==> config.mk <==
export PLATFORM = sky130hd
export DESIGN_NAME = conv_out_framer
export DESIGN_NICKNAME = d
export VERILOG_FILES = /design/src/rtl/conv_out_framer.sv
export SDC_FILE = /design/constraint.sdc
export NUM_CORES = 1
export LEC_CHECK = 0
export CAP_MARGIN = 10
export CORE_MARGIN = 1
export CORE_UTILIZATION = 25
export DETAILED_ROUTE_END_ITERATION = 8
export PLACE_DENSITY = 0.45
export SETUP_SLACK_MARGIN = 0.1
export SLEW_MARGIN = 20
export SYNTH_ARGS = -nofsm -noshare
export SYNTH_HDL_FRONTEND = slang
export SYNTH_SLANG_ARGS = --single-unit
==> constraint.sdc <==
create_clock -name i_clk -period 5.58 [get_ports i_clk]
set_input_delay 0.558 -clock i_clk [delete_from_list [all_inputs] [get_ports i_clk]]
set_output_delay 0.558 -clock i_clk [all_outputs]
set_load 0.02 [all_outputs]
==> src/rtl/conv_out_framer.sv <==
// Output FIFO for the 2D convolver: tags the last word of each frame, pulses frame completion.
// Optional sticky drop detection is enabled by defining CONV_FRAMER_OVERFLOW_EN.
module conv_out_framer #(
    parameter int NB_DATA     = 32,
    parameter int FIFO_DEPTH  = 16,
    parameter int FRAME_WORDS = 9801,
    parameter int NB_LEVEL    = $clog2(FIFO_DEPTH) + 1
) (
    input  logic                i_clk,
    input  logic                i_reset,
    input  logic                i_valid,
    input  logic [NB_DATA-1:0]  i_data,
    output logic                o_ready,
    output logic                o_valid,
    output logic [NB_DATA-1:0]  o_data,
    output logic                o_last,
    input  logic                i_ready,
    output logic [NB_LEVEL-1:0] o_level,
    output logic                o_frame_done,
    output logic                o_overflow
);

    localparam int NB_PTR  = $clog2(FIFO_DEPTH);
    localparam int NB_WCNT = $clog2(FRAME_WORDS + 1);

    localparam logic [NB_LEVEL-1:0] LEVEL_FULL = NB_LEVEL'(FIFO_DEPTH);
    localparam logic [NB_WCNT-1:0]  WCNT_LAST  = NB_WCNT'(FRAME_WORDS - 1);

    logic [NB_DATA:0]    mem_r [FIFO_DEPTH];
    logic [NB_PTR-1:0]   wr_ptr_r;
    logic [NB_PTR-1:0]   rd_ptr_r;
    logic [NB_LEVEL-1:0] count_r;
    logic [NB_LEVEL-1:0] count_next_s;
    logic [NB_WCNT-1:0]  wcnt_r;
    logic                frame_done_r;
    logic                full_s;
    logic                empty_s;
    logic                wr_en_s;
    logic                rd_en_s;
    logic                tag_s;
    logic [NB_DATA:0]    head_s;

    assign full_s  = (count_r == LEVEL_FULL);
    assign empty_s = (count_r == {NB_LEVEL{1'b0}});
    assign wr_en_s = i_valid & ~full_s;
    assign rd_en_s = ~empty_s & i_ready;
    assign tag_s   = (wcnt_r == WCNT_LAST);
    assign head_s  = mem_r[rd_ptr_r];

    assign o_ready      = ~full_s;
    assign o_valid      = ~empty_s;
    assign o_data       = head_s[NB_DATA-1:0];
    assign o_last       = head_s[NB_DATA] & ~empty_s;
    assign o_level      = count_r;
    assign o_frame_done = frame_done_r;

    // Storage array; contents are intentionally left untouched by reset.
    always_ff @(posedge i_clk) begin
        if (wr_en_s) begin
            mem_r[wr_ptr_r] <= {tag_s, i_data};
        end else begin
            mem_r[wr_ptr_r] <= mem_r[wr_ptr_r];
        end
    end

    // Occupancy next-state: a simultaneous read and write leaves it unchanged.
    always_comb begin
        count_next_s = count_r;
        case ({wr_en_s, rd_en_s})
            2'b10:   count_next_s = count_r + {{(NB_LEVEL-1){1'b0}}, 1'b1};
            2'b01:   count_next_s = count_r - {{(NB_LEVEL-1){1'b0}}, 1'b1};
            default: count_next_s = count_r;
        endcase
    end

    // Pointers, occupancy and registered frame-done pulse.
    always_ff @(posedge i_clk or posedge i_reset) begin
        if (i_reset) begin
            wr_ptr_r     <= {NB_PTR{1'b0}};
            rd_ptr_r     <= {NB_PTR{1'b0}};
            count_r      <= {NB_LEVEL{1'b0}};
            frame_done_r <= 1'b0;
        end else begin
            count_r      <= count_next_s;
            frame_done_r <= rd_en_s & head_s[NB_DATA];
            if (wr_en_s) begin
                wr_ptr_r <= wr_ptr_r + {{(NB_PTR-1){1'b0}}, 1'b1};
            end else begin
                wr_ptr_r <= wr_ptr_r;
            end
            if (rd_en_s) begin
                rd_ptr_r <= rd_ptr_r + {{(NB_PTR-1){1'b0}}, 1'b1};
            end else begin
                rd_ptr_r <= rd_ptr_r;
            end
        end
    end

    // Frame word position; only accepted words advance it, dropped words do not.
    always_ff @(posedge i_clk or posedge i_reset) begin
        if (i_reset) begin
            wcnt_r <= {NB_WCNT{1'b0}};
        end else if (wr_en_s) begin
            if (tag_s) begin
                wcnt_r <= {NB_WCNT{1'b0}};
            end else begin
                wcnt_r <= wcnt_r + {{(NB_WCNT-1){1'b0}}, 1'b1};
            end
        end else begin
            wcnt_r <= wcnt_r;
        end
    end

`ifdef CONV_FRAMER_OVERFLOW_EN
    logic overflow_r;

    // Sticky drop flag: the convolver does not honour ready, so valid while full is a lost word.
    always_ff @(posedge i_clk or posedge i_reset) begin
        if (i_reset) begin
            overflow_r <= 1'b0;
        end else if (i_valid & full_s) begin
            overflow_r <= 1'b1;
        end else begin
            overflow_r <= overflow_r;
        end
    end

    assign o_overflow = overflow_r;
`else
    assign o_overflow = 1'b0;
`endif

endmodule

==> results.txt <==
The internal power component is 0.00931 W. The worst register-to-register path ends at mem_r[4][31]. The required time of the critical path came out at 5020 ps.

Among all flip-flop cells after synthesis, the most frequent one is edfxtp_1. The initial antenna violation count was 2. The family with the most delay on the worst path is buffers and inverters.

The worst setup path is launched from a register. Setup repair after global routing left no endpoint under its margin. The placement-stage cell area came out at 23800 um2. The maximum achievable frequency came out at 232 MHz. The total grt overflow came out at 0.

The setup TNS came out at 0 ps. Of the synthesized area, sequential elements account for 77.1%. The layout net count came out at 1073. The signal arrival time at the worst endpoint came out at 3750 ps. The number of instances in the synthesized netlist came out at 907. The critical path goes through buf_4 -> mux4_2 -> mux4_2 -> clkdlybuf4s50_1. The path class of the tightest hold or removal check is input pin to async pin. The clock tree synthesis step divided the H-tree into 2 levels.

The quantity of I/O buffers inserted on ports is 76. The register-to-register setup slack is 2170 ps. The total CTS buffers came out at 60. The number of flip-flops and latches in the synthesized netlist came out at 556.

The number of library cell types mapped by synthesis came out at 44. The number of nets produced by synthesis is 954. The largest individual stage delay along the critical path comes from the cell dfrtp_4. The fraction of power spent switching nets is 30.1%.

The remaining routing DRC violations came out at 2. The overall via count from detail_route is 9485. The worst stage delay on the critical path came out at 990 ps.

The power per cell area is 518 nW/um2. The final cycle utilization of the critical path came out at 77.2%. The total setup buffers inserted after CTS came out at 0. At the later pin of the worst-skew pair, clock insertion delay measures 620 ps. The number of global-route vias before repair is 10300. The headroom to the max-slew limit came out at 37.1%. During I/O placement, the number of pins put on the boundary was 78. The share of total power dissipated in the clock network is 29.3%.

At the pin with the least slew margin, the transition time is 943 ps. In this run, the combinational gates consume 29.3% of the power. The detailed router's first-iteration violation count came out at 750. The placed instance count is 2108. The end point of the critical path is o_data[28]. The net switching power of the design is 0.00401 W. The depth of the worst register-to-register path came out at 5. The number of sinks on the clock net came out at 556. The flow ran to the end, but the final reports show violations.

The synthesized design contains 528 enable-type register cells. The core region is 85100 um2. The power share of the sequential group came out at 41.4%.

The cell area after synthesis is 21500 um2. The number of warnings printed during yosys synthesis is 0. The start of the worst register-to-register path is o_level[1]. The total stage count of the critical path came out at 4. The number of pins with negative max-slew slack in the final report came to 0. The die footprint came out at 87000 um2. The largest fanout on the critical path came out at 50. The critical path contains buffers and inverters numbering 2 combined. The number of max-cap violations came out at 0. The first TritonRoute pass finished after 6 iterations. The clock tree from TritonCTS is built. Wires add up to 50400 um. After detailed routing, the average wire length per cell comes to 22.7 um.

The starting utilization of the core area came out at 25.2%. The final standard cell area without fillers is 25700 um2. The sort of element at the end of the critical path is an output port. Leaving out filler cells and counting taps, the final layout contains 2217.

The largest net degree at the start of global routing came out at 52. The area used by multi-input combinational logic is 4680 um2. The floorplan step set the die height to 295 um.

The final hold slack came out at 141 ps. The remaining antenna violation count after routing came out at 0. The post-synthesis to final-layout area growth is 19.7%. The storage element area came out at 16600 um2. Global routing used 11.8% of the available tracks across all layers. By instance count, the cell type seen most on the critical path is mux4_2. The worst setup path category is register to output port. Summed over all cells, the static leakage comes to 8.03 nW.

The total number of placement rows is 107. The worst-case clock skew is 14.7 ps. In this run the deepest clock path goes through 3 buffers.

The number of hold buffers added after CTS is 0. The number of failing setup endpoints in the final timing report came out at 0. Detailed placement ended at an HPWL of 27900 um. The final reports fail on design-rule violations.

The average size of a mapped cell is 23.7 um2. The fraction of synthesis flops using an asynchronous set or reset pin is 5.04%. The post-cts gate resize count is 0. The number of failing hold endpoints at the final stage came out at 0. The repair_antennas step left the layout with diodes totalling 0. Across the VDD grid, the largest voltage drop is 0.255 mV. The global placer's final weighted congestion is 0.694.

The critical path launch point is rd_ptr_r[1]. The detailed-route vias per instance is 4.28. The first global-routing pass estimated 74000 um of wire. The die span in x came out at 295 um. The final-layout fill cell count is 8250. The ratio of cells with drive above 1 in the final layout came out at 27.8%. Clock-pin slew was measured on the worst setup and hold paths at 60 ps. The root buffer selected by CTS is clkbuf_16. The clock period could shrink to 4310 ps.
==> cell type report <==
type | instances | area share, %
clock buffer | 76 | 6.36
multi-input combinational | 292 | 18.2
inverter | 12 | 0.175
tap | 1144 | 5.57
timing repair buffer | 104 | 4.07
sequential | 556 | 64.5
clock inverter | 33 | 1.18
==> synth_stat cells, drive strengths merged, types with 4 or more instances <==
| master | number | area [um2] |
|---|---|---|
| a21oi | 7 | 35.0 |
| xnor2 | 13 | 114 |
| nand2 | 13 | 48.8 |
| xor2 | 6 | 52.6 |
| ha | 11 | 138 |
| clkbuf | 22 | 82.6 |
| nand4 | 5 | 31.3 |
| buf | 25 | 215 |
| nor2 | 18 | 67.6 |
| mux2i | 5 | 50.1 |
| mux4 | 164 | 3690 |
| nand3 | 9 | 45.0 |
| dfrtp | 28 | 701 |
| inv | 12 | 45.1 |
| edfxtp | 528 | 15900 |
| and3 | 5 | 31.3 |
| nor3 | 4 | 20.0 |
| o21ai | 9 | 45.0 |
==> worst min path at each step <==
stage,to,slack (ps)
floorplan,wcnt_r[13],430
global placement,wcnt_r[13],470
detailed placement,wcnt_r[13],460
CTS,o_level[0],100
global route,o_level[0],140
finish,o_level[0],140
==> registers in the layout, summed over array words and instances (netlist names) <==
signal and count:
o_level 5, wcnt_r 14, rd_ptr_r 4, mem_r 528, wr_ptr_r 4, o_frame_done 1
==> per-stage QoR <==
stage,util [%],setup slack [ps],power [W]
2_1_floorplan,-,1320,0.00802
3_3_place_gp,27.9,1770,0.00966
3_5_place_dp,27.9,1770,0.00966
4_1_cts,30.2,1140,0.0136
5_1_grt,30.2,1090,0.0139
6_report,30.2,1270,0.0133
==> power groups by stage <==
| stage | clock, W | sequential (W) | combinational [W] |
|---|---|---|---|
| floorplan | 0 | 0.00526 | 0.00277 |
| detailed placement | 0 | 0.00563 | 0.00403 |
| finish | 0.00390 | 0.00552 | 0.00390 |
| global placement | 0 | 0.00562 | 0.00404 |
| CTS | 0.00402 | 0.00555 | 0.00405 |
| global route | 0.00415 | 0.00560 | 0.00417 |
==> routing by layer <==
| layer | vias up | global-route usage, % | wire length (um) |
|---|---|---|---|
| met3 | 68 | 2.11 | 2220 |
| met5 | - | 0 | 24 |
| met2 | 185 | 19.0 | 24300 |
| met4 | 4 | 3.00 | 804 |
| li1 | 4084 | - | - |
| met1 | 5144 | 16.5 | 23100 |
==> worst register-to-register path, cell delays in order, from the launching register on <==
cell and delay [ps]:
dfrtp_1 540, nor4_4 130, a21boi_1 720, nand2_1 450, nor2_4 730, buf_4 480
==> logic make-up (layout without fill, tap and decap cells) <==
| family | Yosys count | after routing | synth area share [%] |
|---|---|---|---|
| flops | 556 | 556 | 77.1 |
| xor+xnor | 19 | 19 | 0.775 |
| buf+inv | 59 | 225 | 1.60 |
| other cells | 1 | 1 | 0.0175 |
| simple gates | 65 | 65 | 1.57 |
| fa+ha+maj | 11 | 11 | 0.641 |
| mux | 172 | 172 | 17.6 |
| compound gates | 24 | 24 | 0.670 |
==> placed cells by master (no fill, tap or decap), drive strengths merged, types with 2 or more instances in the layout <==
master and instances:
edfxtp 528, nand3 9, nor2 18, nand2 13
a21oi 7, bufinv 5, clkinv 26, nor4 2
xnor2 13, and3 5, nand2b 3, mux2i 5
inv 14, o21ai 9, xor2 6, mux4 164
buf 28, mux2 3, clkdlybuf4s50 76, clkbuf 76
nand4 5, nor3 4, dfrtp 28, ha 11
No activity file was read; power rests on OpenSTA's default activity.
